## config.mk

```make
export PLATFORM = sky130hd
export DESIGN_NAME = data_write_buffer
export DESIGN_NICKNAME = d
export VERILOG_FILES = /design/src/rtl/data_write_buffer_pkg.sv /design/src/rtl/data_write_buffer_fifo.sv /design/src/rtl/data_write_buffer.sv
export SDC_FILE = /design/constraint.sdc
export NUM_CORES = 1
export LEC_CHECK = 0
export CAP_MARGIN = 20
export CORE_UTILIZATION = 45
export CTS_CLUSTER_SIZE = 10
export DETAILED_ROUTE_END_ITERATION = 8
export DONT_BUFFER_PORTS = 1
export GPL_ROUTABILITY_DRIVEN = 0
export PLACE_DENSITY = 0.59
export SYNTH_ARGS = -nofsm -noshare
export SYNTH_HDL_FRONTEND = slang
export SYNTH_SLANG_ARGS = --single-unit
```

## constraint.sdc

```tcl
create_clock -name clk -period 7.34 [get_ports clk]
set_input_delay 1.468 -clock clk [delete_from_list [all_inputs] [get_ports clk]]
set_output_delay 1.468 -clock clk [all_outputs]
set_load 0.02 [all_outputs]
```

## src/rtl/data_write_buffer_pkg.sv

```systemverilog
// Shared types for the data write buffer: downstream FSM states and FIFO entry layout.
package data_write_buffer_pkg;

    typedef enum logic [1:0] {
        DIdle   = 2'd0,
        DWrResp = 2'd1,
        DRdResp = 2'd2
    } dstate_e;

    localparam int unsigned SizeW = 2;
    localparam int unsigned StrbW = 4;

    // Entry packing is {addr, size, wstrb, wdata}.
    function automatic int unsigned entry_width(input int unsigned aw, input int unsigned dw);
        return aw + SizeW + StrbW + dw;
    endfunction

endpackage

```

## src/rtl/data_write_buffer_fifo.sv

```systemverilog
// Store FIFO for the write buffer. With WBUF_BYPASS_EN defined it also exposes a
// per-entry word-address match vector used for load hazard detection.
module data_write_buffer_fifo
    import data_write_buffer_pkg::*;
#(
    parameter int unsigned Depth = 4,
    parameter int unsigned AW    = 32,
    parameter int unsigned DW    = 32,
    localparam int unsigned EW   = entry_width(AW, DW)
) (
    input  logic              clk,
    input  logic              reset,
    input  logic              push_i,
    input  logic              pop_i,
    input  logic [EW-1:0]     push_entry_i,
    output logic [EW-1:0]     head_o,
    output logic              full_o,
    output logic              empty_o
`ifdef WBUF_BYPASS_EN
    ,
    input  logic [AW-3:0]     match_waddr_i,
    output logic [Depth-1:0]  match_o
`endif
);

    localparam int unsigned IdxW = $clog2(Depth);
    localparam int unsigned PtrW = IdxW + 1;

    logic [PtrW-1:0] wr_ptr_q, wr_ptr_d;
    logic [PtrW-1:0] rd_ptr_q, rd_ptr_d;
    logic [EW-1:0]   mem_q [Depth];
    logic [EW-1:0]   mem_d [Depth];

    assign empty_o = (wr_ptr_q == rd_ptr_q);
    assign full_o  = (wr_ptr_q[PtrW-1] != rd_ptr_q[PtrW-1]) &&
                     (wr_ptr_q[IdxW-1:0] == rd_ptr_q[IdxW-1:0]);
    assign head_o  = mem_q[rd_ptr_q[IdxW-1:0]];

    always_comb begin
        wr_ptr_d = wr_ptr_q;
        rd_ptr_d = rd_ptr_q;
        mem_d    = mem_q;
        if (push_i) begin
            mem_d[wr_ptr_q[IdxW-1:0]] = push_entry_i;
            wr_ptr_d = wr_ptr_q + PtrW'(1);
        end
        if (pop_i) begin
            rd_ptr_d = rd_ptr_q + PtrW'(1);
        end
    end

    always_ff @(posedge clk) begin
        if (reset) begin
            wr_ptr_q <= '0;
            rd_ptr_q <= '0;
        end else begin
            wr_ptr_q <= wr_ptr_d;
            rd_ptr_q <= rd_ptr_d;
        end
        mem_q <= mem_d;
    end

`ifdef WBUF_BYPASS_EN
    logic [PtrW-1:0] count;
    assign count = wr_ptr_q - rd_ptr_q;

    // An entry is live when its distance from the read pointer is below the fill count.
    for (genvar i = 0; i < Depth; i++) begin : g_match
        logic [IdxW-1:0] off;
        assign off        = IdxW'(i) - rd_ptr_q[IdxW-1:0];
        assign match_o[i] = ({1'b0, off} < count) &&
                            (mem_q[i][EW-1 -: AW-2] == match_waddr_i);
    end
`endif

endmodule

```

## src/rtl/data_write_buffer.sv

```systemverilog
// Store write buffer between the core data port and the bridge data port.
// Define WBUF_BYPASS_EN to let non-conflicting loads overtake buffered stores.
module data_write_buffer
    import data_write_buffer_pkg::*;
#(
    parameter int unsigned DEPTH = 4,
    parameter int unsigned AW    = 32,
    parameter int unsigned DW    = 32
) (
    input  logic          clk,
    input  logic          reset,
    input  logic          up_req,
    input  logic          up_wr,
    input  logic [1:0]    up_size,
    input  logic [3:0]    up_wstrb,
    input  logic [AW-1:0] up_addr,
    input  logic [DW-1:0] up_wdata,
    output logic          up_addr_ok,
    output logic          up_data_ok,
    output logic [DW-1:0] up_rdata,
    output logic          dn_req,
    output logic          dn_wr,
    output logic [1:0]    dn_size,
    output logic [3:0]    dn_wstrb,
    output logic [AW-1:0] dn_addr,
    output logic [DW-1:0] dn_wdata,
    input  logic          dn_addr_ok,
    input  logic          dn_data_ok,
    input  logic [DW-1:0] dn_rdata
);

    localparam int unsigned EW = entry_width(AW, DW);

    dstate_e st_q, st_d;
    logic    ld_pend_q, ld_pend_d;
    logic    st_ack_q, st_ack_d;

    logic          full, empty, push, pop;
    logic          load_req, ld_ok, ld_go;
    logic [EW-1:0] head;
    logic [AW-1:0] head_addr;
    logic [1:0]    head_size;
    logic [3:0]    head_strb;
    logic [DW-1:0] head_wdata;

    assign {head_addr, head_size, head_strb, head_wdata} = head;

    assign load_req = up_req & ~up_wr;

`ifdef WBUF_BYPASS_EN
    logic [DEPTH-1:0] match;
    assign ld_ok = ~|match;
`else
    assign ld_ok = empty;
`endif

    // A blocked load must not hold off the drain, otherwise it would wait forever.
    assign ld_go = load_req & ld_ok & ~ld_pend_q & (st_q == DIdle);
    assign pop   = (st_q == DIdle) & ~ld_go & ~empty & dn_addr_ok;
    assign push  = up_req & up_wr & ~ld_pend_q & (~full | pop);

    data_write_buffer_fifo #(
        .Depth (DEPTH),
        .AW    (AW),
        .DW    (DW)
    ) u_fifo (
        .clk           (clk),
        .reset         (reset),
        .push_i        (push),
        .pop_i         (pop),
        .push_entry_i  ({up_addr, up_size, up_wstrb, up_wdata}),
        .head_o        (head),
        .full_o        (full),
        .empty_o       (empty)
`ifdef WBUF_BYPASS_EN
        ,
        .match_waddr_i (up_addr[AW-1:2]),
        .match_o       (match)
`endif
    );

    always_ff @(posedge clk) begin
        if (reset) begin
            st_q      <= DIdle;
            ld_pend_q <= 1'b0;
            st_ack_q  <= 1'b0;
        end else begin
            st_q      <= st_d;
            ld_pend_q <= ld_pend_d;
            st_ack_q  <= st_ack_d;
        end
    end

    always_comb begin
        st_d      = st_q;
        ld_pend_d = ld_pend_q;
        st_ack_d  = push;
        unique case (st_q)
            DIdle: begin
                if (ld_go && dn_addr_ok) begin
                    st_d      = DRdResp;
                    ld_pend_d = 1'b1;
                end else if (pop) begin
                    st_d = DWrResp;
                end
            end
            DWrResp: begin
                if (dn_data_ok) st_d = DIdle;
            end
            DRdResp: begin
                if (dn_data_ok) begin
                    st_d      = DIdle;
                    ld_pend_d = 1'b0;
                end
            end
            default: st_d = DIdle;
        endcase
    end

    always_comb begin
        dn_req   = 1'b0;
        dn_wr    = 1'b1;
        dn_size  = head_size;
        dn_wstrb = head_strb;
        dn_addr  = head_addr;
        dn_wdata = head_wdata;
        if (ld_go) begin
            dn_req   = 1'b1;
            dn_wr    = 1'b0;
            dn_size  = up_size;
            dn_wstrb = up_wstrb;
            dn_addr  = up_addr;
            dn_wdata = up_wdata;
        end else if ((st_q == DIdle) && !empty) begin
            dn_req = 1'b1;
        end
        up_addr_ok = push | (ld_go & dn_addr_ok);
        up_data_ok = st_ack_q | ((st_q == DRdResp) & dn_data_ok);
    end

    assign up_rdata = dn_rdata;

endmodule
```

==> flow_metrics.env <==
export IMPL_grt_pass1_vias=5699
export IMPL_die_h_um=165.9
export IMPL_violations="DRC"
export IMPL_setup_viol_count_final=0
export IMPL_gr_total_overflow=0
export IMPL_wirelength_mm=21.26
export IMPL_slowest_stage="buf_4"
export IMPL_whs_ns=0.5266
export IMPL_maxCapViolCount=0
export IMPL_first_pass_iters=6
export IMPL_max_stage_delay_ns=0.69
export IMPL_clkLatencyLatePin_ns=0.49
export IMPL_fin_nets=652
export IMPL_grt_pass1_wl_mm=33.25
export IMPL_portBuffers=0
export IMPL_max_slew_margin_pct=26.88
export IMPL_postCtsResizedCells=0
export IMPL_cts_setup_buffers=0
export IMPL_startpoint_type="input port"
export IMPL_start_util_pct=46.15
export IMPL_p_per_area_mw_per_mm2=309.6
export IMPL_yosysTopAreaCellShare_pct=69.51
export IMPL_diodes=0
export IMPL_ys_ff_latch=290
export IMPL_syn_to_final_growth_pct=9.103
export IMPL_dr_max_layer_used="met4"
export IMPL_antenna_left=0
export IMPL_finalClockSkew_ns=0.01254
export IMPL_report_final_slew_viol_count=0
export IMPL_top_level_ports=214
export IMPL_p_leak_nw=4.331
export IMPL_clockBufferDepth=3
export IMPL_wl_per_cell_um=24.18
export IMPL_antenna_found_initial=0
export IMPL_ys_top_cells_by_area="edfxtp_1, mux4_2, mux2_4"
export IMPL_path_clk_slew_ns=0.05
export IMPL_setup_ws_ns=2.343
export IMPL_grt_use_total_pct=15.84
export IMPL_cp_data_required_time_ns=5.87
export IMPL_yosysMostFrequentCell="edfxtp_1"
export IMPL_routed_wl_met3_mm=1.574
export IMPL_netlist_top_cells_count="edfxtp_1, mux4_2, mux2_4, buf_4, dfxtp_1"
export IMPL_wl_met1_mm=8.521
export IMPL_ys_seq_area_share_pct=71.17
export IMPL_dieArea_mm2=0.02754
export IMPL_cts_sinks=290
export IMPL_fillers=2046
export IMPL_mappedNetlistArea_mm2=0.01210
export IMPL_grt_max_degree=73
export IMPL_synth_top_flop_cell="edfxtp_1"
export IMPL_core_area_mm2=0.02621
export IMPL_hold_viol_final=0
export IMPL_setup_tns_final_ns=0
export IMPL_fin_crit_ns=4.997
export IMPL_fmax_mhz=200.1
export IMPL_critical_path_class="in2out"
export IMPL_ys_warn_count=0
export IMPL_fin_crit_sh_pct=68.07
export IMPL_regArea_mm2=0.008616
export IMPL_drc=16
export IMPL_cts_tree="yes"
export IMPL_rsz0062_at_grt="false"
export IMPL_numCtsBuffers=35
export IMPL_synth_net_count=664
export IMPL_dp_cells=834
export IMPL_wl_met2_mm=10.84
export IMPL_max_slew_worst_pin_slew_ns=1.097
export IMPL_dr_first_iter_drc_count=335
export IMPL_vias_per_cell=5.784
export IMPL_drive_gt1_share_pct=36.76
export IMPL_hold_buffers=0
export IMPL_end_kind="output port"
export IMPL_pre_cts_ws_ns=2.323
export IMPL_syn_inst=549
export IMPL_min_path_type="reg2reg"
export IMPL_dp_hpwl_mm=11.91
export IMPL_ir_drop_v=0.0001857
export IMPL_yosysTopAreaCell="edfxtp_1"
export IMPL_vias=5084
export IMPL_synth_cell_type_count=38
export IMPL_fin_cells=879
export IMPL_cts_max_level=2
export IMPL_status="finished with violations"
export IMPL_cts_root_buf="clkbuf_16"
export IMPL_std_cell_rows=59
export IMPL_crit_path_max_fanout=38
export IMPL_crit_chain="nor3b_1 > nand2_1 > or2_4 > buf_4 > mux2_4"
export IMPL_synth_async_reset_ratio_pct=0
export IMPL_die_x_um=165.9
export IMPL_multi_input_area_mm2=0.003095
export IMPL_synth_avg_cell_area_um2=22.03
export IMPL_arrival_ns=3.53
export IMPL_synth_edf_count=280
[sequential cells by signal, indices dropped and copies added, names as in the netlist]
name,count
st_ack_q,1
ld_pend_q,1
u_fifo.mem_q,280
u_fifo.wr_ptr_q,3
st_q,2
u_fifo.rd_ptr_q,3
[layer usage]
| layer | vias to the layer above | GRT usage (%) |
|---|---|---|
| li1 | 2190 | - |
| met1 | 2669 | 19.61 |
| met2 | 190 | 27.06 |
| met3 | 35 | 4.576 |
| met4 | 0 | 4.592 |
| met5 | - | 0 |
[power by group]
part,switching (mW),leakage [nW],internal [mW],total [mW]
registers,0.0370,2.62,1.87,1.91
logic,0.372,1.24,0.338,0.709
clock network,0.575,0.470,0.894,1.47
[kinds of logic after synthesis]
kind of cell    after synthesis  synth area share [%]
mux                         142                 21.86
fa+ha+maj                     7                0.7241
xor+xnor                      7                0.6310
simple gates                 30                 1.479
buf+inv                      61                 3.476
flops                       290                 71.17
compound gates               12                0.6622
[layout make-up]
cell class | instances | share of cell area, %
inverter | 4 | 0.1138
clock buffer | 42 | 7.158
tap | 335 | 3.176
timing repair buffer | 8 | 0.7016
multi-input combinational | 198 | 23.46
sequential | 290 | 65.29
clock inverter | 2 | 0.1043
[layout by cell type, fill, tap and decap left out, types with 3 or more instances in the layout]
cell / count
mux2_4: 69
nand2b_1: 3
clkbuf_1: 5
nor2_1: 6
nand2_1: 4
a21oi_1: 3
mux4_2: 70
dfxtp_1: 8
buf_4: 6
edfxtp_1: 280
and2_4: 3
ha_1: 7
xnor2_1: 4
inv_1: 4
nor2b_1: 3
clkbuf_16: 37
[per-stage QoR]
| stage | power, mW | cell area, µm² | util (%) |
|---|---|---|---|
| after global placement | 2.653 | 12190 | 46.52 |
| after floorplan | 2.598 | 12100 | - |
| after CTS | 4.149 | 13170 | 50.25 |
| final | 4.085 | 13200 | 50.36 |
| after detailed placement | 2.663 | 12210 | 46.59 |
| after global routing | 4.236 | 13200 | 50.36 |
[worst max-delay path, delay by kind of cell]
kind	cells	cell delay, ns
buffers and inverters	1	0.69
muxes	1	0.40
and+or+nand+nor	3	0.87
[final timing paths]
kind / slack (ns) / cells past startpoint / end / startpoint
worst max-delay path: 2.34 / 5 / dn_addr[30] / up_req
worst min-delay path: 0.53 / 2 / st_q[0] / st_q[0]
worst max register to register: 4.04 / 4 / u_fifo.mem_q[148] / u_fifo.rd_ptr_q[0]
worst min register to register: 0.53 / 2 / st_q[0] / st_q[0]
(Power assumes the default switching activity.)
